**src/rtl/medidor_sched.sv**
```systemverilog
// Sweep sequencer for a shared frequency meter and a bank of ring oscillators.
// For each oscillator selected by the latched mask, in ascending index order:
// select it on the mux, let the mux settle, enable the meter until it locks
// or times out, wait for the lock to clear, then offer (index, count) on a
// valid/ready result port.
module medidor_sched #(
    parameter int N_OSC     = 8,
    parameter int SEL_WIDTH = 3,
    parameter int OUT_WIDTH = 32,
    parameter int SETTLE    = 4,
    parameter int TIMEOUT   = 4096
) (
    input  logic                 clock,
    input  logic                 reset_n,
    input  logic                 start,
    input  logic [N_OSC-1:0]     osc_mask,
    output logic                 meas_enable,
    output logic [SEL_WIDTH-1:0] osc_sel,
    input  logic                 meas_lock,
    input  logic [OUT_WIDTH-1:0] meas_count,
    output logic                 res_valid,
    input  logic                 res_ready,
    output logic [SEL_WIDTH-1:0] res_index,
    output logic [OUT_WIDTH-1:0] res_count,
    output logic                 res_timeout,
    output logic                 busy,
    output logic                 done,
    output logic                 err
);

    localparam int TO_W = $clog2(TIMEOUT + 1);
    localparam int ST_W = $clog2(SETTLE + 1);
    localparam logic [TO_W-1:0] TO_LAST = TO_W'(TIMEOUT - 1);
    localparam logic [ST_W-1:0] ST_LAST = ST_W'(SETTLE - 1);

    typedef enum logic [2:0] {
        S_IDLE,
        S_SELECT,
        S_MEASURE,
        S_RELEASE,
        S_EMIT
    } state_t;

    typedef struct packed {
        logic                 found;
        logic [SEL_WIDTH-1:0] idx;
    } pick_t;

    // Lowest set bit of m at or above position lo; found=0 when none remains,
    // so the index can never run past N_OSC-1.
    function automatic pick_t find_from(input logic [N_OSC-1:0] m, input int lo);
        pick_t r;
        r.found = 1'b0;
        r.idx   = '0;
        for (int i = N_OSC - 1; i >= 0; i--) begin
            if (m[i] && (i >= lo)) begin
                r.found = 1'b1;
                r.idx   = SEL_WIDTH'(i);
            end
        end
        return r;
    endfunction

    state_t               state_q, state_nxt;
    logic [SEL_WIDTH-1:0] idx_q, idx_nxt;
    logic [N_OSC-1:0]     mask_q, mask_nxt;
    logic [ST_W-1:0]      settle_q, settle_nxt;
    logic [TO_W-1:0]      to_q, to_nxt;
    logic [OUT_WIDTH-1:0] cnt_q, cnt_nxt;
    logic                 tmo_q, tmo_nxt;
    logic                 err_q, err_nxt;
    logic                 done_q, done_nxt;
    logic                 from_sel_q, from_sel_nxt;
    pick_t                first_pick;
    pick_t                next_pick;

    // State register; reset returns to IDLE at once so meas_enable drops asynchronously.
    always_ff @(posedge clock or negedge reset_n) begin
        if (!reset_n) begin
            state_q <= S_IDLE;
        end else begin
            state_q <= state_nxt;
        end
    end

    // Next-state and next-value logic for the sweep.
    always_comb begin
        state_nxt    = state_q;
        idx_nxt      = idx_q;
        mask_nxt     = mask_q;
        settle_nxt   = settle_q;
        to_nxt       = to_q;
        cnt_nxt      = cnt_q;
        tmo_nxt      = tmo_q;
        err_nxt      = err_q;
        done_nxt     = 1'b0;
        from_sel_nxt = from_sel_q;
        first_pick   = find_from(osc_mask, 0);
        next_pick    = find_from(mask_q, int'(idx_q) + 1);

        case (state_q)
            S_IDLE: begin
                if (start) begin
                    mask_nxt = osc_mask;
                    err_nxt  = 1'b0;
                    if (first_pick.found) begin
                        idx_nxt    = first_pick.idx;
                        settle_nxt = '0;
                        state_nxt  = S_SELECT;
                    end else begin
                        done_nxt = 1'b1;
                    end
                end
            end

            S_SELECT: begin
                if (settle_q == ST_LAST) begin
                    settle_nxt = '0;
                    to_nxt     = '0;
                    if (meas_lock) begin
                        // Lock left over from an earlier run: clear it before measuring.
                        from_sel_nxt = 1'b1;
                        state_nxt    = S_RELEASE;
                    end else begin
                        state_nxt = S_MEASURE;
                    end
                end else begin
                    settle_nxt = settle_q + ST_W'(1);
                end
            end

            S_MEASURE: begin
                if (meas_lock) begin
                    cnt_nxt      = meas_count;
                    tmo_nxt      = 1'b0;
                    from_sel_nxt = 1'b0;
                    to_nxt       = '0;
                    state_nxt    = S_RELEASE;
                end else if (to_q == TO_LAST) begin
                    cnt_nxt      = '0;
                    tmo_nxt      = 1'b1;
                    err_nxt      = 1'b1;
                    from_sel_nxt = 1'b0;
                    to_nxt       = '0;
                    state_nxt    = S_RELEASE;
                end else begin
                    to_nxt = to_q + TO_W'(1);
                end
            end

            S_RELEASE: begin
                if (!meas_lock || (to_q == TO_LAST)) begin
                    if (meas_lock) begin
                        err_nxt = 1'b1;
                    end
                    to_nxt     = '0;
                    settle_nxt = '0;
                    state_nxt  = from_sel_q ? S_SELECT : S_EMIT;
                end else begin
                    to_nxt = to_q + TO_W'(1);
                end
            end

            S_EMIT: begin
                if (res_ready) begin
                    to_nxt = '0;
                    if (next_pick.found) begin
                        idx_nxt    = next_pick.idx;
                        settle_nxt = '0;
                        state_nxt  = S_SELECT;
                    end else begin
                        done_nxt  = 1'b1;
                        state_nxt = S_IDLE;
                    end
                end
            end

            default: begin
                state_nxt = S_IDLE;
            end
        endcase
    end

    // Sweep bookkeeping and result registers.
    always_ff @(posedge clock or negedge reset_n) begin
        if (!reset_n) begin
            idx_q      <= '0;
            mask_q     <= '0;
            settle_q   <= '0;
            to_q       <= '0;
            cnt_q      <= '0;
            tmo_q      <= 1'b0;
            err_q      <= 1'b0;
            done_q     <= 1'b0;
            from_sel_q <= 1'b0;
        end else begin
            idx_q      <= idx_nxt;
            mask_q     <= mask_nxt;
            settle_q   <= settle_nxt;
            to_q       <= to_nxt;
            cnt_q      <= cnt_nxt;
            tmo_q      <= tmo_nxt;
            err_q      <= err_nxt;
            done_q     <= done_nxt;
            from_sel_q <= from_sel_nxt;
        end
    end

    assign meas_enable = (state_q == S_MEASURE);
    assign osc_sel     = idx_q;
    assign res_valid   = (state_q == S_EMIT);
    assign res_index   = idx_q;
    assign res_count   = cnt_q;
    assign res_timeout = tmo_q;
    assign busy        = (state_q != S_IDLE);
    assign done        = done_q;
    assign err         = err_q;

endmodule

```
**config.mk**
```make
export PLATFORM = sky130hd
export DESIGN_NAME = medidor_sched
export DESIGN_NICKNAME = d
export VERILOG_FILES = /design/src/rtl/medidor_sched.sv
export SDC_FILE = /design/constraint.sdc
export NUM_CORES = 1
export LEC_CHECK = 0
export ABC_CLOCK_PERIOD_IN_PS = 3050
export BUFFER_PORTS_ARGS = -buffer_cell sky130_fd_sc_hd__buf_2
export CORE_UTILIZATION = 52
export DETAILED_ROUTE_END_ITERATION = 10
export GPL_TIMING_DRIVEN = 0
export PLACE_DENSITY = 0.8
export SLEW_MARGIN = 5
export SYNTH_ARGS = -nofsm -noshare
export SYNTH_HDL_FRONTEND = slang
export SYNTH_SLANG_ARGS = --single-unit
```
**constraint.sdc**
```tcl
create_clock -name clock -period 3.05 [get_ports clock]
set_clock_uncertainty 0.15 [all_clocks]
set_input_delay 0.61 -clock clock [delete_from_list [all_inputs] [get_ports clock]]
set_output_delay 0.61 -clock clock [all_outputs]
set_load 0.005 [all_outputs]
```
== After elaboration in Yosys (flattened, before gate mapping) ==
Cells that the tools add are included.

* Input port bits: 45
* Logic and storage cells: 127
* Bits in registers: 66
* Output and inout port bits: 44

* Equal/unequal tests: 17
* Reduce and logical (&&, ||, !) cells: 26
* $lt $le $gt $ge: 8
* Multiplexer cells: 63
* Add/sub/neg operators: 3

{| class="wikitable"
|+ Operators with widths
! cell !! count
|-
| $mux 13 || 5
|-
| $mux 32 || 2
|-
| $mux 4 || 16
|-
| $mux 3 || 18
|-
| $pmux 13 s4 || 1
|-
| $reduce_and 6->1 || 3
|-
| $ge 3x4->1 const A || 4
|-
| $mux 1 || 15
|-
| $pmux 3 s5 || 1
|-
| $ne 2x2->1 const B || 7
|-
| $add 13x1->13 const B || 1
|-
| $eq 13x12->1 const B || 1
|-
| $pmux 3 s4 || 1
|-
| $eq 3x2->1 const B || 3
|-
| $ge 1x4->1 const A || 2
|-
| $ge 2x4->1 const A || 2
|-
| $logic_and 1x1->1 || 8
|-
| $reduce_bool 4->1 || 2
|-
| $ne 2x1->1 const B || 3
|-
| $pmux 3 s2 || 1
|-
| $reduce_bool 2->1 || 3
|-
| $reduce_bool 3->1 || 2
|-
| $reduce_and 5->1 || 1
|-
| $add 3x1->4 const B || 1
|-
| other kinds (12) || 14
|}

== Depth between registers and ports, before layout ==
Gate-level depths: netlist (run 1).

* Depth after elaboration: 14
* Gate-level depth with buffers: 8
* Gate-level depth less buffers: 7

== Least setup slack after synthesis (run 1) ==
Ideal clock, no wire load.

* Path kind: register -> register
* Start: reg idx_q[0], in the netlist osc_sel[0]
* End: reg idx_q[0], in the netlist osc_sel[0]
* Clock period less this slack: 2.205 ns
* Data arrival time: 1.930 ns
* Cell stages (with the launch flop): 8
* Library setup time: 0.125 ns
* Buffers on the path: 0
* Slack: 0.845 ns
* Data required time: 2.775 ns
* Path through: dfrtp_1 -> ha_1 -> xor2_1 -> a211oi_2 -> nor3_1 -> and3_4 -> o22a_4 -> mux2_4

* Word-level cells in the longest chain between the ends: 14
* Elaborated cells on any way between the ends: 30
* Those cells by class: add/sub: 1; order compare: 8; eq/ne: 1; mux: 11; reduce/logical: 9

{| class="wikitable"
|+ RTL lines
! element !! line !! text
|-
| from (decl) || 65 || <nowiki>logic [SEL_WIDTH-1:0] idx_q, idx_nxt;</nowiki>
|-
| from (signal assigned) || 197 || <nowiki>idx_q <= idx_nxt;</nowiki>
|-
| $add 3x1->4 (*) || 99 || <nowiki>next_pick = find_from(mask_q, int'(idx_q) + 1);</nowiki>
|-
| $ge 3x4->1 || 56 || <nowiki>if (m[i] && (i >= lo)) begin</nowiki>
|-
| $logic_and 1x1->1 || 56 ||
|-
| $mux 4 (7 in a row) || 56 ||
|-
| $mux 4 (*) || 56 ||
|-
| $mux 3 || 167 || <nowiki>if (next_pick.found) begin</nowiki>
|-
| $mux 3 || 165 || <nowiki>if (res_ready) begin</nowiki>
|-
| $pmux 3 s2 || 101 || <nowiki>case (state_q)</nowiki>
|}

Every way passes the cells marked *; elsewhere a longest branch is shown, timed or not. The select of a mux whose other input is x is not followed.
A chain may end at the register's enable or synchronous reset.

== Worst setup path in the final report (run 1) ==
* Start: reg idx_q[1], in the netlist osc_sel[1]
* End: reg idx_q[2], in the netlist osc_sel[2]

The elaborated chain is that of the path after synthesis.

==> results.cfg, run 1 <==
[setup_path]
start_kind = register
crit_family = simple AND/OR/NAND/NOR gates
critPathRequiredTime_ns = 3.12
slowest_delay_ns = 0.52
endpoint_kind = register
r2r_start = osc_sel[1]$_DFFE_PN0P_
critPathBufInv = 0
r2r_slack_ns = 0.63
rr_endpoint = osc_sel[2]$_DFFE_PN0P_
crit_slowest_cell = dfrtp_1
critPathArrivalTime_ns = 2.49
cp_cell_sequence = ha_1, xor2_1, a211oi_2, nor3_1, and3_4, o22a_4, mux2_4
reg2reg_depth = 7
critical_path_class = register to register
crit_path_max_fanout = 10

[hold_path]
min_path_type = input port to asynchronous set/reset pin

[logic_synthesis]
synthArstFlopShare_pct = 100
synth.distinct_cells = 54
yosys_most_used_dff = dfrtp_1
ys_seq_area_share_pct = 52.7
synth.net_count = 342
avgSynthCellArea_sq_um = 10.7
synthXorXnorAreaFrac_pct = 1.68
synthSimpleGateAreaFrac_pct = 14.4
ys_ff_latch = 66
synth_top_family_by_area = compound AO/OA/AOI/OAI gates
synth_compound_area_share_pct = 22.7
netlist_area_sq_um = 3140
synth_mux_area_share_pct = 3.59
synth_edf_count = 0
synth_fa_ha_area_share_pct = 1.20
yosys_warnings = 0
postSynthCellCount = 294

[global_routing]
grt_max_degree = 67
track_usage_pct = 24.0
grt_pass1_vias = 2515
antenna_found_initial = 0
grt_overflow = 0
grt_pass1_wl_um = 11500

[route]
drc_errors = 0
routed_wirelength_um = 6800
drtAntennaViolNets = 0
drt_pass1_iterations = 4
vias_per_cell = 5.61
drtIter0Drc = 132
wl_per_cell_um = 14.5
num_vias = 2627

[place]
io_buffers = 88
dp_hpwl_um = 4880
gp_congestion = 0.910
dp.cells = 454

[sta]
setup_viol = 0
tightest_slew_ns = 0.812
rsz0062_at_grt = no
finalMaxSlewViolations = 0
finalHoldViolations = 0
max_clock_freq_ghz = 0.413
relSlewSlack_pct = 45.9
period_needed_ns = 2.42
tns_ns = 0
finalCritPeriodShare_pct = 79.4

[power_and_ir_drop]
irDropWorstVdd_uv = 548
powerDensity_nw_per_um2 = 930
p_leak_nw = 1.97

[die]
initial_core_util_pct = 55.6
core_sq_um = 5640
ioPinCount = 89
die_h_um = 79.7
die_w_um = 79.7
die-area_sq_um = 6340
std_cell_rows = 27

[layout]
multi_input_area_sq_um = 1370
stdcell_count = 468
diodes = 0
layout.nets = 441
regArea_sq_um = 1650
layout-area-overhead-vs-synth_pct = 22.5
drive_gt1_share_pct = 30.6
nFillCells = 443

[clock_tree]
cts_setup_buffers = 0
cts_hold_buf = 0
cts_max_path_buffers = 2
cts_resized = 0
cts_made_buffers = 9
clk_pin_slew_ns = 0.06
h-tree-depth = 3
clock_tree.root_cell = clkbuf_8
cts_tree = built
clk_latency_ns = 0.34
numClockSinks = 66

[job]
maxCapViolations = 0

[run_status]
status = finished clean
==> report_power, final <==
group	total (W)	internal [W]	switching, W
sequential	0.00141	0.00119	0.000216
combinational	0.00150	0.000739	0.000757
clock	0.000667	0.000364	0.000303
total	0.00357	0.00230	0.00128
==> metal layers <==
layer / wire length [um] / part of all wire (%) / GRT usage [%] / vias up
li1: - / - / - / 1271
met1: 3210 / 47 / 33.8 / 1228
met2: 2990 / 44 / 36.2 / 117
met3: 479 / 7.0 / 4.23 / 11
met4: 125 / 1.8 / 11.3 / 0
met5: 0 / 0 / 0 / -
==> stage by stage <==
step	hold slack, ns	util, %	total power, W	cell area, sq um	setup slack, ns
5_1_grt	0.288	68.1	0.00383	3840	0.491
2_1_floorplan	0.164	-	0.00239	3140	0.845
6_report	0.212	68.1	0.00357	3840	0.627
3_5_place_dp	0.318	65.0	0.00291	3670	0.636
3_3_place_gp	0.313	65.0	0.00286	3670	0.676
4_1_cts	0.233	68.1	0.00359	3840	0.630
==> worst max-delay path by stage <==
stage	startpoint	end	slack, ns	depth (start not counted)
floorplan	osc_sel[0]$_DFFE_PN0P_	osc_sel[0]$_DFFE_PN0P_	0.85	7
global placement	osc_mask[4]	osc_sel[2]$_DFFE_PN0P_	0.68	5
detailed placement	osc_sel[1]$_DFFE_PN0P_	osc_sel[1]$_DFFE_PN0P_	0.64	7
CTS	osc_sel[1]$_DFFE_PN0P_	osc_sel[2]$_DFFE_PN0P_	0.63	7
global route	osc_sel[1]$_DFFE_PN0P_	osc_sel[1]$_DFFE_PN0P_	0.49	7
finish	osc_sel[1]$_DFFE_PN0P_	osc_sel[2]$_DFFE_PN0P_	0.63	7
==> flip-flops by register name, indices dropped and copies added, names as in the netlist <==
name and flops:
res_count 32, res_timeout 1, osc_sel 3, to_q 13
settle_q 3, done 1, mask_q 8, from_sel_q 1
err 1, state_q 3
==> kinds of logic after synthesis <==
logic type / after synthesis
and+or+nand+nor: 87
xor gates and xnor gates: 6
muxes: 9
buffers and inverters: 25
adders and majority gates: 3
AOI/OAI and AO/OA: 98
DFF: 66
==> layout make-up <==
type | instances | area share (%)
clock buffers | 10 | 3.32
multi-input cells | 203 | 35.6
plain buffers | 16 | 2.18
flip-flops and latches | 66 | 43.0
well taps | 72 | 2.35
inverters | 9 | 0.879
repair buffers | 88 | 11.5
clock inverters | 4 | 1.17
==> layout by cell type, fill, tap and decap left out, types with 4 or more instances in the layout <==
master    Yosys  layout
buf_2         4      91
dfrtp_1      66      66
a22o_1       33      33
nor2_1       24      24
nand2_1      24      24
o21ai_1      17      17
a21oi_1      13      13
clkbuf_1      8       9
clkbuf_8      0       9
inv_1         8       8
and3_1        7       7
o21ai_0       6       6
mux2_1        5       5
nor2b_1       4       4
a31oi_1       4       4
o31ai_1       4       4
buf_4         3       4
==> synth_stat cells (4+ instances only) <==
cell type | count | share of area, %
a21oi_1 | 13 | 2.1
o21ai_0 | 6 | 0.96
mux2_1 | 5 | 1.8
buf_2 | 4 | 0.64
nand2_1 | 24 | 2.9
dfrtp_1 | 66 | 53
o21ai_1 | 17 | 2.7
o31ai_1 | 4 | 0.96
a22o_1 | 33 | 9.2
nor2b_1 | 4 | 0.80
clkbuf_1 | 8 | 0.96
and3_1 | 7 | 1.4
inv_1 | 8 | 0.96
nor2_1 | 24 | 2.9
a31oi_1 | 4 | 0.80
No activity file was read; power rests on OpenSTA's default activity.
==> inputs of run 2 (changes only) <==
ABC_CLOCK_PERIOD_IN_PS = 2170   (was 3050)
CORE_UTILIZATION = 47   (was 52)
PLACE_DENSITY = 0.76   (was 0.8)
clock period = 2.17 ns   (was 3.05 ns; I/O delays follow)
==> run 2 against run 1 <==
Effect of this change:
- setup slack got worse by 0.61 ns
- critical endpoint is now osc_sel[0]$_DFFE_PN0P_
- combinational power up 53%
- via count increased by 2.4%
- worst hold slack lost 0.18 ns
- sequential cell count stayed put
- first-iteration DRC count is 20% higher
- clock power grew 90%
- sequential share of layout area decreased by 2.3 points
- design area increased by 5.8%
- power is 55% higher
==> results.cfg, run 2 (synthesis results as in run 1) <==
[route]
drtAntennaViolNets = 0
routed-wl-met2_um = 3340
drtIter0Drc = 158
num_vias = 2690
drc_errors = 0
top_layer_used = met4
routed_wirelength_um = 7220
wl_per_cell_um = 15.0
vias_per_cell = 5.57
drt-met1-wl_um = 3310
wl_met3_um = 451
drt_pass1_iterations = 4

[sta]
finalMaxSlewViolations = 0
finalHoldViolations = 0
setup_viol = 0
layout_setup_ws_ns = 0.0126
relSlewSlack_pct = 47.7
max_clock_freq_ghz = 0.464
tightest_slew_ns = 0.785
period_needed_ns = 2.16
rsz0062_at_grt = yes
fin_hold_ws_ns = 0.0309
finalCritPeriodShare_pct = 99.4

[setup_path]
endpoint_kind = register
rr_endpoint = osc_sel[0]$_DFFE_PN0P_
r2r_start = osc_sel[0]$_DFFE_PN0P_
critPathArrivalTime_ns = 2.23
critical_path_class = register to register
reg2reg_depth = 7
crit_path_max_fanout = 6
start_kind = register
critPathRequiredTime_ns = 2.25
r2r_slack_ns = 0.01

[die]
ioPinCount = 89
die_h_um = 83.7
initial_core_util_pct = 49.1
core_sq_um = 6390
die_w_um = 83.7
die-area_sq_um = 7000
std_cell_rows = 29

[clock_tree]
numClockSinks = 66
h-tree-depth = 3
clk_latency_ns = 0.35
clk_pin_slew_ns = 0.07
cts_max_path_buffers = 2
cts_tree = built
clock_tree.root_cell = clkbuf_8
cts_made_buffers = 9

[layout]
fin_util_pct = 63.7
stdcell_count = 483
largest_reg_flops = 32
diodes = 0
nFillCells = 534
layout-area-overhead-vs-synth_pct = 29.6
layout.nets = 449
final_common_cell = buf_2
drive_gt1_share_pct = 37.4
final_cell_mix = buf_2, dfrtp_1, a22o_1

[place]
dp_slack_ns = -0.201
dp.cells = 459
dp_hpwl_um = 4920
gp_congestion = 0.875
io_buffers = 88

[power_and_ir_drop]
p_leak_nw = 2.05
powerDensity_nw_per_um2 = 1370
finalPower_w = 0.00555
irDropWorstVdd_uv = 871

[global_routing]
antenna_found_initial = 0
grt_max_degree = 67
track_usage_pct = 22.4
grt_overflow = 0
grt_pass1_wl_um = 12400
grt_pass1_vias = 2647

[hold_path]
min_path_type = input port to asynchronous set/reset pin

[job]
maxCapViolations = 0

[run_status]
status = finished clean
[run 2: how the worst max path moves through the flow]
stage | startpoint | to | cells past startpoint
final | osc_sel[0]$_DFFE_PN0P_ | osc_sel[0]$_DFFE_PN0P_ | 7
after global routing | osc_sel[0]$_DFFE_PN0P_ | osc_sel[1]$_DFFE_PN0P_ | 7
after CTS | osc_sel[0]$_DFFE_PN0P_ | osc_sel[0]$_DFFE_PN0P_ | 7
after detailed placement | osc_sel[0]$_DFFE_PN0P_ | osc_sel[1]$_DFFE_PN0P_ | 7
after global placement | osc_sel[0]$_DFFE_PN0P_ | osc_sel[1]$_DFFE_PN0P_ | 7
after floorplan | osc_sel[0]$_DFFE_PN0P_ | osc_sel[1]$_DFFE_PN0P_ | 7
[run 2: timing repair]
action,CTS,global route
setup endpoints to repair,34,43
resized for setup,3,24
setup buffers,6,2
hold buffers,0,0
pin swaps,2,6
[run 2: layout make-up]
cell class              count  area (sq um)  area share [%]
plain buffers              16          93.8            2.31
flip-flops and latches     66          1650            40.7
clock buffers              10           138            3.39
repair buffers             96           503            12.4
multi-input cells         203          1430            35.2
well taps                  77          96.3            2.37
inverters                   9          33.8           0.831
clock inverters             6           114            2.80
[run 2: worst max-delay path: stages, from the launching register on]
cell and delay (ns):
dfrtp_2 0.44, buf_4 0.17, and3_4 0.18, a211oi_2 0.27
nor3_2 0.08, and3_4 0.21, o22a_4 0.25, mux2_4 0.30
[run 2: power by group]
group | leakage [nW] | total (W) | internal, W | switching (W)
sequential | 0.845 | 0.00198 | 0.00168 | 0.000298
clock | 0.119 | 0.00127 | 0.000796 | 0.000477
combinational | 1.09 | 0.00230 | 0.00115 | 0.00115
[run 2: layer usage]
metal | up-vias | track usage [%]
met1 | 1295 | 29.7
met2 | 93 | 34.3
met5 | - | 0
li1 | 1292 | -
met3 | 10 | 7.32
met4 | 0 | 8.63
[run 2: stage by stage]
| step | setup TNS, ns | cell area [sq um] |
|---|---|---|
| floorplan | 0 | 3140 |
| global placement | -1.00 | 3680 |
| detailed placement | -2.37 | 3680 |
| CTS | 0 | 3990 |
| global route | -0.166 | 4070 |
| finish | 0 | 4070 |
==> inputs of run 3 (changes only) <==
==> constraint.sdc (replaced) <==
create_clock -name clock -period 2.17 [get_ports clock]
set_clock_uncertainty 0.15 [all_clocks]
set_input_delay 0 -clock clock [delete_from_list [all_inputs] [get_ports clock]]
set_output_delay 0 -clock clock [all_outputs]
set_load 0.005 [all_outputs]
==> run 3 against run 2 <==
Effect of this change:
- sequential cell count unchanged
- cell count grew 9.1%
- clock power about the same
- utilization rose by 6.8 points
- critical path depth stayed put
- non-clock buffer count increased by 44
- setup slack improved by 0.0016 ns
- first-iteration DRC count grew 56%
- sequential share of layout area shrank 3.9 points
- sequential power about the same
- via count rose by 8.1%
==> results.cfg, run 3 (synthesis results as in run 1) <==
[sta]
rsz0062_at_grt = yes
tightest_slew_ns = 0.797
finalCritPeriodShare_pct = 99.3
period_needed_ns = 2.16
setup_viol = 0
finalHoldViolations = 0
max_clock_freq_ghz = 0.464
relSlewSlack_pct = 46.8
finalMaxSlewViolations = 0

[clock_tree]
cts_max_path_buffers = 2
clk_latency_ns = 0.35
numClockSinks = 66
clk_pin_slew_ns = 0.07
cts_tree = built
cts_made_buffers = 9
clock_tree.root_cell = clkbuf_8
h-tree-depth = 3

[layout]
final_cell_mix = buf_2, dfrtp_1, dlygate4sd3_1
layout.nets = 493
diodes = 0
largest_reg_flops = 32
final_common_cell = buf_2
fin_util_pct = 70.5
drive_gt1_share_pct = 32.9
layout-area-overhead-vs-synth_pct = 43.5

[route]
drt_pass1_iterations = 4
wl_met3_um = 450
top_layer_used = met4
num_vias = 2907
drc_errors = 0
drtIter0Drc = 247
drt-met1-wl_um = 3610
routed_wirelength_um = 8180
routed-wl-met2_um = 3950
wl_per_cell_um = 15.5
drtAntennaViolNets = 0
vias_per_cell = 5.52

[setup_path]
critical_path_class = register to register
r2r_slack_ns = 0.01
crit_top_cell = and3_4
crit_path_max_fanout = 6
endpoint_kind = register
critPathArrivalTime_ns = 2.23
slowest_delay_ns = 0.44
critPathRequiredTime_ns = 2.24
start_kind = register
cp_cell_sequence = buf_4, and3_4, a211oi_2, nor3_2, and3_4, o22a_4, mux2_4
crit_slowest_cell = dfrtp_2

[die]
die_w_um = 83.7
die-area_sq_um = 7000
std_cell_rows = 29
initial_core_util_pct = 49.1
ioPinCount = 89
die_h_um = 83.7
core_sq_um = 6390

[global_routing]
grt_pass1_vias = 2968
antenna_found_initial = 0
grt_overflow = 0
track_usage_pct = 25.2
grt_max_degree = 67
grt_pass1_wl_um = 14000

[hold_path]
min_path_type = input port to asynchronous set/reset pin

[power_and_ir_drop]
p_int_w = 0.00368
irDropWorstVdd_uv = 906
power_frac_comb_pct = 42.3
p_leak_nw = 2.23
finalPower_w = 0.00565
switching_share_pct = 34.8
pwr-share-clk_pct = 22.5
pwr-share-seq_pct = 35.2
powerDensity_nw_per_um2 = 1250
p_sw_w = 0.00197

[job]
maxCapViolations = 0

[place]
dp_hpwl_um = 4920
io_buffers = 88
gp_congestion = 0.875

[run_status]
status = finished clean
## run 3: cell count changes in the layout (fill, tap and decap cells not counted)
cell           previous run  this run
clkbuf_1                  2         4
clkbuf_2                  6         4
dlygate4sd3_1             0        44
inv_1                     7         8
inv_2                     2         1
nor2b_1                   3         4
nor2b_2                   1         0
## run 3: power by group through the flow
stage	clock network, W	registers, W	logic, W
after floorplan	0	0.00197	0.00139
after CTS	0.00129	0.00196	0.00228
final	0.00127	0.00199	0.00239
after detailed placement	0	0.00198	0.00212
after global placement	0	0.00198	0.00205
after global routing	0.00135	0.00204	0.00264
## run 3: cell type report
cell class	count	area (sq um)
Timing Repair Buffer	140	943
Inverter	9	33.8
Buffer	16	91.3
Clock buffer	10	138
Multi-Input combinational cell	203	1430
Clock inverter	6	114
Fill cell	448	1890
Tap cell	77	96.3
Sequential cell	66	1650
## run 3: path summary, 6_finish.rpt
kind | depth (start not counted) | to | start
setup / recovery | 7 | osc_sel[0]$_DFFE_PN0P_ | osc_sel[0]$_DFFE_PN0P_
hold / removal | 2 | res_count[31]$_DFFE_PN0P_ | reset_n
setup reg to reg | 7 | osc_sel[0]$_DFFE_PN0P_ | osc_sel[0]$_DFFE_PN0P_
hold reg to reg | 1 | to_q[12]$_DFFE_PN0P_ | to_q[12]$_DFFE_PN0P_
max in group asynchronous | 2 | osc_sel[0]$_DFFE_PN0P_ | reset_n
min in group clock | 3 | res_count[5]$_DFFE_PN0P_ | meas_count[5]
## run 3: worst max-delay path: cells and delay by family (launching register included)
family | cells | cell delay [ns]
AOI/OAI and AO/OA | 2 | 0.52
buffers and inverters | 1 | 0.17
DFF | 1 | 0.44
muxes | 1 | 0.30
and+or+nand+nor | 3 | 0.47
## run 3: metal layers
metal  track usage (%)  vias to the layer above
met5                 0                        -
met4              11.4                        0
met3              4.65                       19
met2              40.7                      106
met1              33.2                     1404
li1                  -                     1378
## run 3: repair_timing
action	4_1_cts	5_1_grt
hold buffers	44	0
pin swaps	2	6
gates resized for setup	3	18
buffers inserted	6	2
hold endpoints to repair	110	0
endpoints found under the setup margin	34	41
## run 3: metrics by stage
step | setup TNS [ns] | instances | cell area, sq um | hold slack [ns] | setup WS, ns
2_1_floorplan | 0 | 294 | 3140 | -0.446 | 0.0105
3_3_place_gp | -1.00 | 459 | 3680 | 0.0725 | -0.131
3_5_place_dp | -2.36 | 459 | 3680 | -0.00589 | -0.201
4_1_cts | 0 | 525 | 4430 | 0.160 | 0.0150
5_1_grt | -0.177 | 527 | 4500 | 0.205 | -0.0558
6_report | 0 | 527 | 4500 | 0.134 | 0.0142
